--- config.mk ---
export PLATFORM = sky130hd
export DESIGN_NAME = btn_debounce
export DESIGN_NICKNAME = d
export VERILOG_FILES = /design/src/rtl/btn_pkg.sv /design/src/rtl/debounce_ch.sv /design/src/rtl/btn_debounce.sv
export SDC_FILE = /design/constraint.sdc
export NUM_CORES = 1
export LEC_CHECK = 0
export CORE_UTILIZATION = 45
export DETAILED_ROUTE_END_ITERATION = 16
export PLACE_DENSITY = 0.61
export SLEW_MARGIN = 20
export SYNTH_ARGS = -nofsm -noshare
export SYNTH_HDL_FRONTEND = slang
export SYNTH_SLANG_ARGS = --single-unit
--- constraint.sdc ---
create_clock -name clk -period 1.95 [get_ports clk]
set_clock_uncertainty 0.1 [all_clocks]
set_input_delay 0.39 -clock clk [delete_from_list [all_inputs] [get_ports clk]]
set_output_delay 0.39 -clock clk [all_outputs]
set_load 0.01 [all_outputs]
--- src/rtl/btn_pkg.sv ---
// btn_pkg: shared debounce FSM states and default channel count
package btn_pkg;
  typedef enum logic [1:0] {IDLE, PRESS_WAIT, PRESSED, RELEASE_WAIT} state_t;
  localparam int NUM_BTN_DEF = 5;
endpackage

--- src/rtl/debounce_ch.sv ---
// debounce_ch: one-button synchronizer, debounce FSM and stability counter
module debounce_ch
  import btn_pkg::*;
#(
  parameter int unsigned DEBOUNCE_CYCLES = 1000000
) (
  input  logic clk,
  input  logic rst,
  input  logic btn,
  output logic level,
  output logic press,
  output logic rel
);
  localparam int CW = $clog2(DEBOUNCE_CYCLES);
  localparam logic [CW-1:0] LAST = CW'(DEBOUNCE_CYCLES - 1);
  logic meta, sync;
  logic [CW-1:0] cnt;
  state_t state;
  always_ff @(posedge clk) begin
    if (rst) begin
      meta  <= 1'b0;
      sync  <= 1'b0;
      state <= IDLE;
      cnt   <= '0;
      level <= 1'b0;
      press <= 1'b0;
      rel   <= 1'b0;
    end else begin
      meta  <= btn;
      sync  <= meta;
      press <= 1'b0;
      rel   <= 1'b0;
      case (state)
        IDLE:
          if (sync) begin
            state <= PRESS_WAIT;
            cnt   <= '0;
          end
        PRESS_WAIT:
          if (!sync) state <= IDLE;
          else if (cnt == LAST) begin
            state <= PRESSED;
            level <= 1'b1;
            press <= 1'b1;
          end else cnt <= cnt + CW'(1);
        PRESSED:
          if (!sync) begin
            state <= RELEASE_WAIT;
            cnt   <= '0;
          end
        RELEASE_WAIT:
          if (sync) state <= PRESSED;
          else if (cnt == LAST) begin
            state <= IDLE;
            level <= 1'b0;
            rel   <= 1'b1;
          end else cnt <= cnt + CW'(1);
        default: state <= IDLE;
      endcase
    end
  end
endmodule

--- src/rtl/btn_debounce.sv ---
// btn_debounce: NUM_BTN independent debounced buttons with press/release pulses
module btn_debounce
  import btn_pkg::*;
#(
  parameter int NUM_BTN = NUM_BTN_DEF,
  parameter int unsigned DEBOUNCE_CYCLES = 1000000
) (
  input  logic               clk,
  input  logic               rst,
  input  logic [NUM_BTN-1:0] btn_i,
  output logic [NUM_BTN-1:0] btn_level_o,
  output logic [NUM_BTN-1:0] btn_press_o,
  output logic [NUM_BTN-1:0] btn_release_o,
  output logic               any_press_o
);
  for (genvar i = 0; i < NUM_BTN; i++) begin : g_ch
    debounce_ch #(.DEBOUNCE_CYCLES(DEBOUNCE_CYCLES)) u_ch (
      .clk  (clk),
      .rst  (rst),
      .btn  (btn_i[i]),
      .level(btn_level_o[i]),
      .press(btn_press_o[i]),
      .rel  (btn_release_o[i])
    );
  end
  assign any_press_o = |btn_press_o;
endmodule

* Word-level counts from Yosys, hierarchy flattened
Index checks and enable logic that the tools add are counted.
Word-level totals: word-level logic and storage cells 246, output and inout bits 16, register bits after elaboration 135
Operators by class: equal/unequal tests 60, add/subtract/negate cells 5, mux-type cells 95, bitwise logic cells 15, reductions and logical operators 36
Operator list (number):
- $mux 20 | 25
- $pmux 20 s4 | 5
- $add 20x1->20 const B | 5
- $eq 20x20->1 const B | 5
- $mux 2 | 30
- $ne 2x1->1 const B | 20
- $pmux 2 s4 | 5
- $reduce_and 4->1 | 10
- $reduce_or 3->1 | 10
- $mux 1 | 25
- $reduce_and 5->1 | 5
- $eq 2x2->1 const B | 10
- $ne 2x2->1 const B | 10
- $ne 3x1->1 const B | 5
- $ne 3x3->1 const B | 5
- $not 1->1 | 15
- $eq 2x1->1 const B | 5
- $logic_not 2->1 | 5
- $pmux 1 s2 | 5
- $reduce_bool 2->1 | 5
- $reduce_or 5->1 | 1

* Depth between registers and ports, before layout
depth in word-level cells 4, mapped depth 8, gate-level depth less buffers 6

* Modules after synthesis
From an unflattened synthesis, not the netlist that was laid out.
Second synthesis, totals: cell total of the unflattened synthesis 799, area, all modules 6578.8 um2
Modules (own cells, without submodules):
- debounce_ch at g_ch[0].u_ch ... | cells each 160, area an instance 1312.5 um2, instances 4
- debounce_ch at g_ch[4].u_ch | cells each 156, area an instance 1316.3 um2, instances 1
- btn_debounce | cells each 3, area an instance 12.5 um2, instances 1

* Worst setup path before layout
No wires, ideal clock.
path type flip-flop to flip-flop, start register g_ch[4].u_ch.cnt[0], end register g_ch[4].u_ch.cnt[14], clock period less this slack 2.049 ns, buffers on the path 1, arrival 1.879 ns, stages on the path, launching flop included 8, slack -0.099 ns, cell sequence dfxtp_1 -> ha_1 -> and4_1 -> and2_1 -> a21o_1 -> buf_6 -> or4_1 -> a21oi_1
On the way: longest elaborated chain between the ends 4, elaborated cells between the ends (all ways) 6, those cells by class 1 x add/sub; 1 x eq/ne; 4 x mux
RTL lines:
- from (decl) | line debounce_ch.sv:17 | logic [CW-1:0] cnt;
- from (signal assigned) | line debounce_ch.sv:45 | end else cnt <= cnt + CW'(1);
- from (signal assigned) | line debounce_ch.sv:57 | end else cnt <= cnt + CW'(1);
- $add 20x1->20 / $eq 20x20->1 (equally long branches)
- $mux 20 * | line debounce_ch.sv:41, debounce_ch.sv:53
- $mux 20, on equally long branches | line debounce_ch.sv:52, debounce_ch.sv:40
- $pmux 20 s4 * | line debounce_ch.sv:33 | case (state)
Mark *: on every way between the ends. The rest lies on a longest branch, timed or not. The select of a mux whose other input is x is not followed. A chain may end at the register's enable or synchronous reset.

* Worst setup path after layout
start register g_ch[4].u_ch.cnt[0], end register g_ch[4].u_ch.cnt[7]
Same word-level chain as after synthesis.

==> run summary <==
### Run status
• **run status** complete, but fails checks
• **violations in the final reports** setup timing

### Timing
• **# setup viols final** 13
• **final-report hold violation count** 0
• **ratio of final minimum period to clock period** 106%
• **max_slew headroom** 61.9%
• **Highest Clock Rate** 485 MHz
• **final setup slack of the worst path** -0.111 ns
• **Slew @ Worst Pin** 0.566 ns
• **Setup TNS Final** -0.559 ns
• **Final Critical Period** 2.06 ns
• **number of max-slew violations in the final report** 0
• **unrepaired setup endpoints after global routing** true

### Logic synthesis
• **number of nets in the synthesized netlist** 743
• **Synth Flop Type** sky130_fd_sc_hd__dfxtp_1
• **share of synthesized area occupied by flip-flops and latches** 42.8%
• **post-synthesis instance total** 731
• **summed instance area of the synthesized netlist** 6310 sq um
• **syn_area_per_cell** 8.63 sq um
• **proportion of synthesized flip-flops having asynchronous set or reset** 0%
• **Synth top area share** 42.8%
• **flip-flop and latch count after synthesis** 135
• **Synthesis Warnings** 0
• **leading post-synthesis cells by cell area** sky130_fd_sc_hd__dfxtp_1 (43%), sky130_fd_sc_hd__xor2_1 (5.0%), sky130_fd_sc_hd__nor2_1 (4.5%)
• **distinct cell type count of the synthesized netlist** 55
• **number of synthesized flops with an enable pin** 0
• **biggest area consumer among synthesized cells** sky130_fd_sc_hd__dfxtp_1

### Layout
• **proportion of layout cells with a drive suffix above 1** 23.5%
• **number of non-filler instances in the completed layout** 1023
• **antenna fix cells** 0
• **area added between synthesis and finish** 29.8%
• **number of fill cells in the layout** 1199
• **Final #Nets** 848

### Critical path
• **startpoint types** flip-flop
• **largest driver fanout on the critical path** 8
• **Crit path required time** 2.19 ns
• **biggest cell delay along the critical path** 0.51 ns
• **Worst EP arrival** 2.30 ns
• **slowest stage cell, crit path** sky130_fd_sc_hd__or4_1
• **Buffers & Inverters on Critical Path** 1
• **type of destination of the critical path** flip-flop
• **internal reg-to-reg setup slack** -0.11 ns
• **Crit path max-delay family** simple AND/OR/NAND/NOR gates
• **ordered list of cells on the worst path** ha_4 -> and4_1 -> and2_4 -> a21o_4 -> buf_12 -> or4_1 -> a21oi_1
• **WS Path Type** flip-flop to flip-flop

### Clocking
• **TritonCTS clock tree** done
• **CTS Buf Count** 17
• **TritonCTS Sinks** 135
• **CTS H-Tree Depth** 4
• **CTS Root Buffer Type** sky130_fd_sc_hd__clkbuf_16
• **clk buf depth** 2
• **clock latency at the later pin of the worst-skew pair** 0.41 ns
• **clk slew on worst S/H paths** 0.05 ns

### Placement
• **placed wire-length estimate after detailed placement** 10.3 mm
• **number of placed cells counting well taps** 978
• **last weighted congestion value of the routability-driven placer** 0.882
• **number of port buffers** 22

### Power
• **P per Cell Area** 740 nW/um^2
• **leakage power figure** 0.00292 uW
• **highest ir drop seen on vdd** 0.534 mV
• **clock group share of total power** 49.2%
• **switching power of the nets** 1240 uW
• **Sw Ratio** 20.6%
• **Combinational Power Share** 4.3%
• **sequential fraction of design power** 46.4%
• **internal power** 4810 uW

### Floorplan
• **die area** 14500 sq um
• **Initial Util** 46.9%
• **die height** 120 microns
• **Placement Rows** 42
• **IO Pins** 23
• **placeable core region** 13500 sq um
• **horizontal extent of the die** 120 microns

### Job
• **Max-Cap Viols** 0

### Route
• **DRC Markers** 0
• **Iteration-0 DRC Markers** 351
• **number of iterations in the first detailed-routing pass** 7
• **DR vias** 5713
• **wire per inst** 14.9 microns
• **per-cell via count in the routed design** 5.58
• **number of nets still failing antenna checks after routing** 0
• **drt total wl** 15.2 mm

### Global routing
• **All-Layer GR Usage** 21.2%
• **via count of the first global-routing pass** 5406
• **initial antenna violation count** 0
• **maximum number of pins on one net before global-route repair** 29
• **global-route wire length before repair** 24.8 mm
• **GRT overflow** 0

### Min path
• **Hold/Removal Path Class** flip-flop to flip-flop

[layout make-up]
cell class                 count  area (sq um)  share of cell area [%]
clock buffer                  27           513                    6.27
clock inverter                 3          40.0                   0.489
inverter                      17          63.8                   0.779
multi-input combinational    540          3570                    43.6
sequential                   135          2740                    33.4
tap                          176           220                    2.69
timing repair buffer         125          1040                    12.7
[sequential cells by signal, summed over array words and instances (netlist names), named ones only]
signal,cells
g_ch.u_ch.state,5
g_ch.u_ch.rel,5
g_ch.u_ch.meta,5
g_ch.u_ch.level,5
g_ch.u_ch.sync,5
g_ch.u_ch.cnt,100
g_ch.u_ch.press,5
[synthesized netlist by cell type, types with 4 or more instances]
cell type / count
sky130_fd_sc_hd__dfxtp_1: 135
sky130_fd_sc_hd__nor2_1: 76
sky130_fd_sc_hd__nand2_1: 55
sky130_fd_sc_hd__nand3_1: 48
sky130_fd_sc_hd__a21oi_1: 47
sky130_fd_sc_hd__xor2_1: 36
sky130_fd_sc_hd__nand4_1: 25
sky130_fd_sc_hd__xnor2_1: 25
sky130_fd_sc_hd__o21ai_0: 24
sky130_fd_sc_hd__or4_1: 20
sky130_fd_sc_hd__clkbuf_1: 18
sky130_fd_sc_hd__o211ai_1: 18
sky130_fd_sc_hd__inv_1: 16
sky130_fd_sc_hd__or3_1: 16
sky130_fd_sc_hd__buf_4: 15
sky130_fd_sc_hd__nor4b_1: 15
sky130_fd_sc_hd__nor2b_1: 14
sky130_fd_sc_hd__o31ai_1: 12
sky130_fd_sc_hd__and4_1: 11
sky130_fd_sc_hd__nor4_1: 11
sky130_fd_sc_hd__and3_1: 10
sky130_fd_sc_hd__nor3_1: 9
sky130_fd_sc_hd__a31oi_1: 7
sky130_fd_sc_hd__or2_2: 7
sky130_fd_sc_hd__nand2b_1: 6
sky130_fd_sc_hd__ha_1: 5
sky130_fd_sc_hd__and2_1: 4
sky130_fd_sc_hd__buf_2: 4
sky130_fd_sc_hd__nor4bb_1: 4
[worst paths after layout]
path / from / end / depth (start not counted)
min reg2reg: g_ch[0].u_ch.meta$_SDFF_PP0_ / g_ch[0].u_ch.sync$_SDFF_PP0_ / 1
max reg2reg: g_ch[4].u_ch.cnt[0]$_SDFFE_PP0P_ / g_ch[4].u_ch.cnt[7]$_SDFFE_PP0P_ / 7
max: g_ch[4].u_ch.cnt[0]$_SDFFE_PP0P_ / g_ch[4].u_ch.cnt[7]$_SDFFE_PP0P_ / 7
min: g_ch[0].u_ch.meta$_SDFF_PP0_ / g_ch[0].u_ch.sync$_SDFF_PP0_ / 1
[cells by family (layout without fill, tap and decap cells)]
logic type      count (synthesis)  count (layout)  share of synthesized area [%]
simple gates                  345             345                           30.4
compound gates                126             127                           12.2
xor+xnor                       61              61                           8.47
fa+ha+maj                       5               5                          0.992
flops                         135             135                           42.8
mux                             2               2                          0.357
buf+inv                        57             172                           4.74
[stage by stage]
stage / total power (uW) / instance area (sq um) / hold slack, ns / worst slack [ns] / utilization (%)
2_1_floorplan: 3020 / 6330 / 0.314 / -0.0542 / -
3_3_place_gp: 3110 / 7200 / 0.324 / -0.0907 / 53.5
3_5_place_dp: 3120 / 7200 / 0.329 / -0.107 / 53.5
4_1_cts: 6130 / 7870 / 0.347 / -0.0468 / 58.5
5_1_grt: 6290 / 8190 / 0.365 / -0.152 / 60.9
6_report: 6060 / 8190 / 0.343 / -0.111 / 60.9
[routing by layer]
| layer | wire length [microns] | GRT usage [%] | up-vias |
|---|---|---|---|
| met3 | 524 | 5.00 | 24 |
| met1 | 7180 | 27.3 | 2744 |
| met5 | 0 | 0 | - |
| met2 | 7280 | 34.7 | 92 |
| li1 | - | - | 2853 |
| met4 | 215 | 7.48 | 0 |
[placed cells by master (no fill, tap or decap), types with 6 or more instances in the layout]
| cell | netlist | final |
|---|---|---|
| sky130_fd_sc_hd__a21oi_2 | 0 | 6 |
| sky130_fd_sc_hd__nor2b_1 | 14 | 14 |
| sky130_fd_sc_hd__xor2_1 | 36 | 36 |
| sky130_fd_sc_hd__nor4_1 | 11 | 8 |
| sky130_fd_sc_hd__nand2_1 | 55 | 55 |
| sky130_fd_sc_hd__and3_1 | 10 | 10 |
| sky130_fd_sc_hd__and4_1 | 11 | 11 |
| sky130_fd_sc_hd__o211ai_1 | 18 | 18 |
| sky130_fd_sc_hd__clkdlybuf4s50_1 | 0 | 19 |
| sky130_fd_sc_hd__nor4b_1 | 15 | 8 |
| sky130_fd_sc_hd__inv_1 | 16 | 16 |
| sky130_fd_sc_hd__or4_1 | 20 | 17 |
| sky130_fd_sc_hd__or3_1 | 16 | 15 |
| sky130_fd_sc_hd__dfxtp_1 | 135 | 117 |
| sky130_fd_sc_hd__o21ai_0 | 24 | 20 |
| sky130_fd_sc_hd__o21ai_1 | 3 | 6 |
| sky130_fd_sc_hd__o31ai_1 | 12 | 11 |
| sky130_fd_sc_hd__a21oi_1 | 47 | 41 |
| sky130_fd_sc_hd__nand3_1 | 48 | 44 |
| sky130_fd_sc_hd__xnor2_1 | 25 | 25 |
| sky130_fd_sc_hd__buf_4 | 15 | 98 |
| sky130_fd_sc_hd__nor3_1 | 9 | 8 |
| sky130_fd_sc_hd__dfxtp_2 | 0 | 13 |
| sky130_fd_sc_hd__a31oi_1 | 7 | 6 |
| sky130_fd_sc_hd__clkbuf_16 | 0 | 18 |
| sky130_fd_sc_hd__nand2b_1 | 6 | 6 |
| sky130_fd_sc_hd__nor2_1 | 76 | 76 |
| sky130_fd_sc_hd__nand4_1 | 25 | 25 |
[repair_timing]
| action | CTS | global route |
|---|---|---|
| endpoints found under the setup margin | 15 | 50 |
| buffers inserted | 6 | 8 |
| pin swaps | 7 | 24 |
| hold buffers | 0 | 0 |
| gates resized for setup | 10 | 61 |
| gates cloned | 0 | 2 |
[power groups by stage]
stage | clock network (uW) | logic [uW] | registers [uW]
after detailed placement | 0 | 240 | 2880
after floorplan | 0 | 151 | 2870
after CTS | 3060 | 249 | 2820
final | 2980 | 263 | 2810
after global routing | 3190 | 285 | 2820
after global placement | 0 | 235 | 2880
(Power assumes the default switching activity.)
